===== config.mk =====
export PLATFORM = sky130hd
export DESIGN_NAME = stepper_phase_sequencer_flat
export DESIGN_NICKNAME = d
export VERILOG_FILES = /design/src/rtl/stepper_phase_sequencer_if.sv /design/src/rtl/stepper_phase_sequencer.sv /design/src/flat_wrapper.sv
export SDC_FILE = /design/constraint.sdc
export NUM_CORES = 1
export LEC_CHECK = 0
export CAP_MARGIN = 20
export CORE_MARGIN = 2
export CORE_UTILIZATION = 45
export CTS_CLUSTER_SIZE = 10
export DETAILED_ROUTE_END_ITERATION = 8
export PLACE_DENSITY_LB_ADDON = 0.3
export SYNTH_ARGS = -nofsm -noshare
export SYNTH_HDL_FRONTEND = slang
export SYNTH_SLANG_ARGS = --single-unit

===== constraint.sdc =====
create_clock -name clk -period 3.2 [get_ports clk]
set_input_delay 0.8 -clock clk [delete_from_list [all_inputs] [get_ports clk]]
set_output_delay 0.8 -clock clk [all_outputs]
set_load 0.01 [all_outputs]

===== src/rtl/stepper_phase_sequencer_if.sv =====
// Run configuration, run control and coil-drive bundle of the stepper sequencer.
// master: drives cfg_*, start, stop, ext_step; slave: drives coils, busy, done, steps_left.
interface stepper_phase_sequencer_if #(
    parameter int DIV_W = 16,
    parameter int CNT_W = 16
);
    logic [1:0]       cfg_mode;
    logic             cfg_dir;
    logic [DIV_W-1:0] cfg_div;
    logic [CNT_W-1:0] cfg_steps;
    logic             cfg_ext;
    logic             start;
    logic             stop;
    logic             ext_step;
    logic [3:0]       coils;
    logic             busy;
    logic             done;
    logic [CNT_W-1:0] steps_left;

    modport master (
        output cfg_mode, cfg_dir, cfg_div, cfg_steps, cfg_ext,
        output start, stop, ext_step,
        input  coils, busy, done, steps_left
    );

    modport slave (
        input  cfg_mode, cfg_dir, cfg_div, cfg_steps, cfg_ext,
        input  start, stop, ext_step,
        output coils, busy, done, steps_left
    );
endinterface


===== src/rtl/stepper_phase_sequencer.sv =====
// Stepper coil phase sequencer: wave/full/half sequences, timer or external steps.
// Ports: clk, rst_n (async active-low), bus (slave: cfg_*, start, stop,
// ext_step in; coils, busy, done, steps_left out). Define STEPPER_HOLD_EN to
// keep the last coil pattern driven while idle.
module stepper_phase_sequencer #(
    parameter int DIV_W = 16,
    parameter int CNT_W = 16
) (
    input logic                       clk,
    input logic                       rst_n,
    stepper_phase_sequencer_if.slave  bus
);
    localparam logic [0:0] IDLE = 1'b0;
    localparam logic [0:0] RUN  = 1'b1;

    localparam logic [DIV_W-1:0] DIV_ONE = DIV_W'(1);
    localparam logic [CNT_W-1:0] CNT_ONE = CNT_W'(1);

    logic [0:0]       state;
    logic [2:0]       ph;
    logic [DIV_W-1:0] timer;
    logic             sync1;
    logic             sync2;
    logic             sync_prev;
    logic             half_q;
    logic             dir_q;
    logic [3:0]       coils_q;
    logic             done_q;
    logic [CNT_W-1:0] steps_left_q;

    logic [2:0] delta;
    logic [2:0] ph_next;
    logic [2:0] ph_start;
    logic       step_go;
    logic       last_step;

    function automatic logic [3:0] pattern(input logic [2:0] idx);
        logic [3:0] p;
        case (idx)
            3'd0:    p = 4'b0001;
            3'd1:    p = 4'b0011;
            3'd2:    p = 4'b0010;
            3'd3:    p = 4'b0110;
            3'd4:    p = 4'b0100;
            3'd5:    p = 4'b1100;
            3'd6:    p = 4'b1000;
            3'd7:    p = 4'b1001;
            default: p = 4'b0000;
        endcase
        return p;
    endfunction

    always_comb begin
        delta   = half_q ? 3'd1 : 3'd2;
        // 3-bit arithmetic gives the mod-8 wrap in both directions
        ph_next = dir_q ? ph + delta : ph - delta;
        // Wave runs on even indices, full-step on odd ones
        ph_start = ph;
        if (bus.cfg_mode == 2'b00) begin
            ph_start[0] = 1'b0;
        end else if (bus.cfg_mode == 2'b01) begin
            ph_start[0] = 1'b1;
        end
        step_go   = bus.cfg_ext ? (sync2 & ~sync_prev) : (timer == '0);
        last_step = (steps_left_q == CNT_ONE);
    end

    always_ff @(posedge clk or negedge rst_n) begin
        if (!rst_n) begin
            state        <= IDLE;
            ph           <= '0;
            timer        <= '0;
            sync1        <= 1'b0;
            sync2        <= 1'b0;
            sync_prev    <= 1'b0;
            half_q       <= 1'b0;
            dir_q        <= 1'b0;
            coils_q      <= '0;
            done_q       <= 1'b0;
            steps_left_q <= '0;
        end else begin
            sync1     <= bus.ext_step;
            sync2     <= sync1;
            sync_prev <= sync2;
            done_q    <= 1'b0;
            case (state)
                IDLE: begin
                    if (bus.start && !bus.stop) begin
                        state        <= RUN;
                        half_q       <= bus.cfg_mode[1];
                        dir_q        <= bus.cfg_dir;
                        ph           <= ph_start;
                        steps_left_q <= bus.cfg_steps;
                        timer        <= bus.cfg_div;
`ifndef STEPPER_HOLD_EN
                        coils_q      <= pattern(ph_start);
`endif
                    end else begin
`ifndef STEPPER_HOLD_EN
                        // Final-step pattern is shown for the done cycle, then released
                        coils_q <= '0;
`endif
                    end
                end
                RUN: begin
                    if (bus.stop) begin
                        state <= IDLE;
`ifndef STEPPER_HOLD_EN
                        coils_q <= '0;
`endif
                    end else begin
                        timer <= (timer == '0) ? bus.cfg_div : timer - DIV_ONE;
                        if (step_go) begin
                            ph      <= ph_next;
                            coils_q <= pattern(ph_next);
                            if (steps_left_q != '0) begin
                                steps_left_q <= steps_left_q - CNT_ONE;
                            end
                            if (last_step) begin
                                done_q <= 1'b1;
                                state  <= IDLE;
                            end
                        end
                    end
                end
                default: state <= IDLE;
            endcase
        end
    end

    assign bus.coils      = coils_q;
    assign bus.busy       = (state == RUN);
    assign bus.done       = done_q;
    assign bus.steps_left = steps_left_q;
endmodule

===== src/flat_wrapper.sv =====
// flat-port wrapper written by rule: the top's interface ports become plain ports
module stepper_phase_sequencer_flat 
#(
    parameter int DIV_W = 16,
    parameter int CNT_W = 16
)
  (clk, rst_n, bus_cfg_mode, bus_cfg_dir, bus_cfg_div, bus_cfg_steps, bus_cfg_ext, bus_start, bus_stop, bus_ext_step, bus_coils, bus_busy, bus_done, bus_steps_left);
  stepper_phase_sequencer_if #(.DIV_W(DIV_W), .CNT_W(CNT_W)) bus_i ();
  input logic clk;
  input logic rst_n;
  input wire logic [$bits(bus_i.cfg_mode)-1:0] bus_cfg_mode;
  input wire logic [$bits(bus_i.cfg_dir)-1:0] bus_cfg_dir;
  input wire logic [$bits(bus_i.cfg_div)-1:0] bus_cfg_div;
  input wire logic [$bits(bus_i.cfg_steps)-1:0] bus_cfg_steps;
  input wire logic [$bits(bus_i.cfg_ext)-1:0] bus_cfg_ext;
  input wire logic [$bits(bus_i.start)-1:0] bus_start;
  input wire logic [$bits(bus_i.stop)-1:0] bus_stop;
  input wire logic [$bits(bus_i.ext_step)-1:0] bus_ext_step;
  output wire logic [$bits(bus_i.coils)-1:0] bus_coils;
  output wire logic [$bits(bus_i.busy)-1:0] bus_busy;
  output wire logic [$bits(bus_i.done)-1:0] bus_done;
  output wire logic [$bits(bus_i.steps_left)-1:0] bus_steps_left;
  assign bus_i.cfg_mode = bus_cfg_mode;
  assign bus_i.cfg_dir = bus_cfg_dir;
  assign bus_i.cfg_div = bus_cfg_div;
  assign bus_i.cfg_steps = bus_cfg_steps;
  assign bus_i.cfg_ext = bus_cfg_ext;
  assign bus_i.start = bus_start;
  assign bus_i.stop = bus_stop;
  assign bus_i.ext_step = bus_ext_step;
  assign bus_coils = bus_i.coils;
  assign bus_busy = bus_i.busy;
  assign bus_done = bus_i.done;
  assign bus_steps_left = bus_i.steps_left;
  stepper_phase_sequencer #(.DIV_W(DIV_W), .CNT_W(CNT_W)) u_core (.clk(clk), .rst_n(rst_n), .bus(bus_i));
endmodule

==> flow_summary.yaml, run 1 <==
clock_network:
  ctsResizeCount: 0
  root_buffer: "clkbuf_8"
  h-tree-depth: 2
  post_cts_buffers: 0
  cts_sinks: 46
  cts_tree: "built"
  clkLatencyLatePin_ns: 0.31
  cts_buffer_depth: 2
  clkTransAtPathRegs_ns: 0.10
  cts_buffers: 5
  holdBufCountCts: 0
worst_setup_path:
  crit_family: "flip-flops"
  cp.arrival_ns: 1.76
  startpoint_type: "register"
  cp.required_ns: 2.40
  crit_buf_inv: 1
  cp_cell_sequence: "clkdlybuf4s50_1"
  endpoint_kind: "output port"
  slowest_delay_ns: 0.79
  cp_slowest_cell: "dfrtp_1"
  worst-path-max-fanout: 19
  worstSetupPathType: "register to output port"
sta:
  setup_viol: 0
  rsz0062_at_grt: "no"
  fin_crit_sh_pct: 80.05
  finalHoldViolations: 0
  finalMaxSlewViolations: 0
  postLayoutSetupSlackWorst_ns: 0.6383
  skew_ns: 0.006572
  fmax_ghz: 0.3904
  finalCriticalPeriod_ns: 2.562
  tns_ns: 0
  worst_slew_margin_rel_pct: 44.12
  worstMarginPinSlew_ns: 0.8382
logic_synthesis:
  netlist_top_cells_area: "dfrtp_1, a21oi_1, mux2i_1"
  netlist_instances: 336
  yosysMostFrequentCell: "dfrtp_1"
  synth_area_um2: 3024
  synth_seq_area_share_pct: 38.06
  synth_edf_count: 0
  synth.top_cell.area_share_pct: 38.06
  syn_area_per_cell_um2: 9.000
  synth-async-reset-ratio_pct: 100.0
  synthTopCellsByCount: "dfrtp_1, a21oi_1, nand2_1, nor2_1, o21ai_0"
  synth.distinct_cells: 57
  synth_nets: 384
  synth_ff_type: "dfrtp_1"
  yosys_warnings: 0
  yosysTopAreaCell: "dfrtp_1"
  yosys_register_bits: 46
detailed_routing:
  via_per_inst: 6.368
  wl_per_cell_um: 18.24
  wl_um: 8681
  ant_nets: 0
  drc: 0
  first_iter_violations: 340
  firstDrtPassIters: 5
  num_vias: 3031
status:
  status: "completed"
cells_and_area:
  nets: 446
  syn_to_final_growth_pct: 27.97
  fill_cells: 573
  final_util_pct: 60.26
  n_antenna_cell: 0
  drive_gt1_share_pct: 8.521
global_route:
  grt_pass1_wl_um: 14210
  grt_usage_pct: 24.21
  antenna_found_initial: 0
  grt.overflow.total: 0
  grt_pass1_vias: 2847
  grt_start_max_net_pins: 47
power:
  power.leakage_nw: 1.474
  p_per_area_nw_per_um2: 550.7
  max-vdd-ir-drop_mv: 0.2850
placed_design:
  place_ws_ns: 0.3683
  port_buffers: 62
  place.gp.congestion: 0.9207
  dp_hpwl_um: 6279
floorplanning:
  io_pins: 63
  rows: 29
  die_area_um2: 7392
  die_h_um: 85.98
  coreArea_um2: 6422
  initial_core_util_pct: 47.09
  die_x_um: 85.98
flow_run:
  drv_cap: 0
min_path:
  min_path_type: "register to register"
[cells in the final DEF, fill, tap and decap left out, drive strengths merged, types with 2 or more instances in the layout]
cell type	n
and4	3
nor2	22
a2bb2oi	7
a21oi	30
inv	16
o22ai	6
or4	7
nand4b	2
clkbuf	5
a41o	2
o21ai	20
nor3b	2
o221ai	3
buf	10
clkdlybuf4s50	61
nand3	12
or3	3
dfrtp	46
o211ai	3
ha	6
a31oi	9
mux2i	10
a22oi	7
mux2	6
a211oi	8
nor3	9
nand4	7
o21a	6
a41oi	2
nor4	12
nand2	25
o22a	8
nand2b	6
[layout make-up]
type / count / area, um^2 / share of cell area [%]
Multi-Input combinational cell: 259 / 1750 / 45.23
Sequential cell: 46 / 1151 / 29.74
Tap cell: 77 / 96.34 / 2.489
Clock inverter: 3 / 43.79 / 1.132
Inverter: 15 / 56.30 / 1.455
Timing Repair Buffer: 71 / 703.2 / 18.17
Clock buffer: 5 / 68.82 / 1.778
[power breakdown]
part / internal (mW) / switching (mW) / total (mW) / leakage (nW)
logic: 0.401 / 0.362 / 0.763 / 0.878
registers: 0.707 / 0.206 / 0.913 / 0.538
clock network: 0.235 / 0.221 / 0.456 / 0.0585
total: 1.34 / 0.789 / 2.13 / 1.47
[routing by layer]
layer / track usage (%) / share of wire, % / wire length, um / vias up
li1: - / - / - / 1425
met1: 35.47 / 45 / 3946 / 1464
met2: 36.65 / 47 / 4065 / 133
met3: 3.850 / 6.7 / 579 / 9
met4: 7.648 / 1.0 / 89 / 0
met5: 0 / 0 / 0 / -
[metrics by stage]
| stage | std cells | hold slack (ns) | cell area (um^2) | power [mW] |
|---|---|---|---|---|
| CTS | 475 | 0.3624 | 3842 | 2.127 |
| global placement | 467 | 0.3357 | 3730 | 1.644 |
| finish | 476 | 0.3595 | 3870 | 2.131 |
| detailed placement | 467 | 0.3413 | 3730 | 1.674 |
| global route | 476 | 0.3769 | 3870 | 2.261 |
| floorplan | 336 | 0.3312 | 3024 | 1.335 |
[final timing paths]
kind	to	start	slack (ns)	cells past startpoint
min in group asynchronous	u_core.bus.steps_left[6]$_DFFE_PN0P_	rst_n	0.47	1
setup / recovery	bus_busy	u_core.bus.busy$_DFF_PN0_	0.64	1
hold reg to reg	u_core.sync2$_DFF_PN0_	u_core.sync1$_DFF_PN0_	0.36	0
setup reg to reg	u_core.bus.coils[1]$_DFFE_PN0P_	u_core.bus.busy$_DFF_PN0_	0.77	4
max in group asynchronous	u_core.bus.steps_left[15]$_DFFE_PN0P_	rst_n	2.21	2
hold / removal	u_core.sync2$_DFF_PN0_	u_core.sync1$_DFF_PN0_	0.36	0
[logic make-up (layout without fill, tap and decap cells)]
group,Yosys count,in the layout,synth area share (%)
fa+ha+maj,7,7,3.144
mux,16,16,5.544
simple gates,116,116,22.55
compound gates,118,118,26.07
buf+inv,31,94,4.054
xor+xnor,2,2,0.5793
flops,46,46,38.06
[flip-flops by register name (all words and copies together) (netlist names)]
name	flops
u_core.sync2	1
u_core.sync1	1
u_core.bus.steps_left	16
u_core.sync_prev	1
u_core.timer	16
u_core.ph	3
u_core.bus.busy	1
u_core.dir_q	1
u_core.bus.done	1
u_core.bus.coils	4
u_core.half_q	1
Power figures use the tool's default switching activity.
==> run 2: changes to the inputs <==
==> constraint.sdc (replaced) <==
create_clock -name clk -period 2.2 [get_ports clk]
set_input_delay 0.55 -clock clk [delete_from_list [all_inputs] [get_ports clk]]
set_output_delay 0.55 -clock clk [all_outputs]
set_load 0.01 [all_outputs]
==> run 2 against run 1 <==
  * Worst setup slack worse by 0.53 ns
  * Worst hold slack lost 0.13 ns
  * Flip-flop and latch count did not move
  * Clock power up 40%
  * Routed wire length rose by 8.5%
  * Sequential power rose by 36%
  * Sequential share of layout area is 3.0 points lower
  * Clock-buffer cell count up 1
  * Via count rose by 7.2%
  * Register-to-register slack got worse by 0.66 ns
  * Die area is the same
==> flow_summary.yaml, run 2 (same netlist as run 1, synthesis figures left out) <==
floorplanning:
  coreArea_um2: 6422
  die_x_um: 85.98
  die_h_um: 85.98
  rows: 29
  initial_core_util_pct: 47.09
  die_area_um2: 7392
  io_pins: 63
worst_setup_path:
  startpoint_type: "input port"
  cp.required_ns: 2.38
  endpoint_kind: "register"
  worstSetupPathType: "input port to register"
  cp_slowest_cell: "clkdlybuf4s50_1"
  rr_worst_depth: 8
  ff2ff_setup_slack_ns: 0.11
  cp_cell_sequence: "clkdlybuf4s50_1 -> nor4_4 -> buf_4 -> nand4_4 -> a2111oi_1 -> o21ai_1 -> a221o_1"
  worst-path-max-fanout: 2
  slowest_delay_ns: 0.46
  cp.arrival_ns: 2.28
flow_run:
  drv_cap: 0
global_route:
  grt_start_max_net_pins: 47
  busiest_layer: "met2"
  antenna_found_initial: 0
  grt_pass1_wl_um: 15500
  use_met1_pct: 38.47
  grt_usage_pct: 26.31
  met2_usage_pct: 40.80
  grt.overflow.total: 0
  grt_pass1_vias: 3108
  met3_usage_pct: 4.331
sta:
  finalHoldViolations: 0
  worstMarginPinSlew_ns: 0.4754
  fmax_ghz: 0.4769
  fin_crit_sh_pct: 95.30
  skew_ns: 0.007072
  worst_slew_margin_rel_pct: 68.08
  finalMaxSlewViolations: 0
  finalCriticalPeriod_ns: 2.097
  holdWs_ns: 0.2304
  setup_viol: 0
  postLayoutSetupSlackWorst_ns: 0.1033
status:
  status: "completed"
clock_network:
  cts_buffer_depth: 2
  cts_tree: "built"
  holdBufCountCts: 0
  clkTransAtPathRegs_ns: 0.08
  clkLatencyLatePin_ns: 0.30
  cts_sinks: 46
  h-tree-depth: 2
  cts_buffers: 5
  root_buffer: "clkbuf_8"
detailed_routing:
  via_per_inst: 6.140
  firstDrtPassIters: 4
  num_vias: 3248
  first_iter_violations: 253
  ant_nets: 0
  wl_um: 9419
  wl_per_cell_um: 17.81
  drc: 0
cells_and_area:
  syn_to_final_growth_pct: 42.45
  final_cells: 529
  drive_gt1_share_pct: 20.58
  n_antenna_cell: 0
  final_common_cell: "clkdlybuf4s50_1"
  final_util_pct: 67.08
  nets: 499
  fill_cells: 534
  multi_input_area_um2: 1788
  layout_common_cells: "clkdlybuf4s50_1, buf_4, dfrtp_1"
  regArea_um2: 1151
power:
  total_power_mw: 3.278
  power.leakage_nw: 1.732
  max-vdd-ir-drop_mv: 0.4156
  p_per_area_nw_per_um2: 761.0
placed_design:
  place.gp.congestion: 0.9322
  port_buffers: 62
  place_ws_ns: -0.2201
  dp_hpwl_um: 7045
  placedCellCount: 520
min_path:
  min_path_type: "input port to async pin"
## run 2: changes by cell type in the layout (fill, tap and decap cells not counted), sizes merged
cell / before / now
clkinvlp: 0 / 1
clkbuf: 5 / 6
inv: 16 / 15
buf: 10 / 63
clkinv: 1 / 0
## run 2: power by group
group	internal [mW]	switching, mW	total (mW)
Clock	0.339	0.300	0.639
Combinational	0.723	0.677	1.40
Sequential	1.03	0.210	1.24
Total	2.09	1.19	3.28
## run 2: timing repair
action,in CTS,in global routing
pin swaps,0,1
gates resized for setup,2,9
setup buffers,0,1
endpoints found under the setup margin,12,17
## run 2: worst paths after layout
check                                            start                                    end
max                                        bus_cfg_ext   u_core.bus.steps_left[9]$_DFFE_PN0P_
min                                              rst_n   u_core.bus.steps_left[6]$_DFFE_PN0P_
max reg2reg                u_core.timer[0]$_DFFE_PN0P_            u_core.timer[8]$_DFFE_PN0P_
min reg2reg                     u_core.sync1$_DFF_PN0_                 u_core.sync2$_DFF_PN0_
max in group asynchronous                        rst_n  u_core.bus.steps_left[13]$_DFFE_PN0P_
min in group clk                u_core.sync1$_DFF_PN0_                 u_core.sync2$_DFF_PN0_
## run 2: routing by layer
metal | up-vias | share of wire [%]
li1 | 1521 | -
met1 | 1590 | 47
met2 | 129 | 46
met3 | 8 | 5.6
met4 | 0 | 1.1
met5 | - | 0
## run 2: through the flow
| step | TNS, ns | instance area [um^2] |
|---|---|---|
| 2_1_floorplan | 0 | 3024 |
| 3_3_place_gp | -1.687 | 4153 |
| 3_5_place_dp | -2.453 | 4153 |
| 4_1_cts | 0 | 4267 |
| 5_1_grt | -0.00006706 | 4308 |
| 6_report | 0 | 4308 |
## run 2: worst max-delay path, delay by kind of cell
family	cells	cell delay (ns)
AO/OA/AOI/OAI	3	0.84
buffers and inverters	2	0.62
AND/OR/NAND/NOR	2	0.27
## run 2: cell type report
class                   instances  area share, %
multi-input cells             259          41.50
flip-flops and latches         46          26.72
repair buffers                124          25.68
well taps                      77          2.236
clock buffers                   6          1.685
inverters                      15          1.307
clock inverters                 2         0.8713
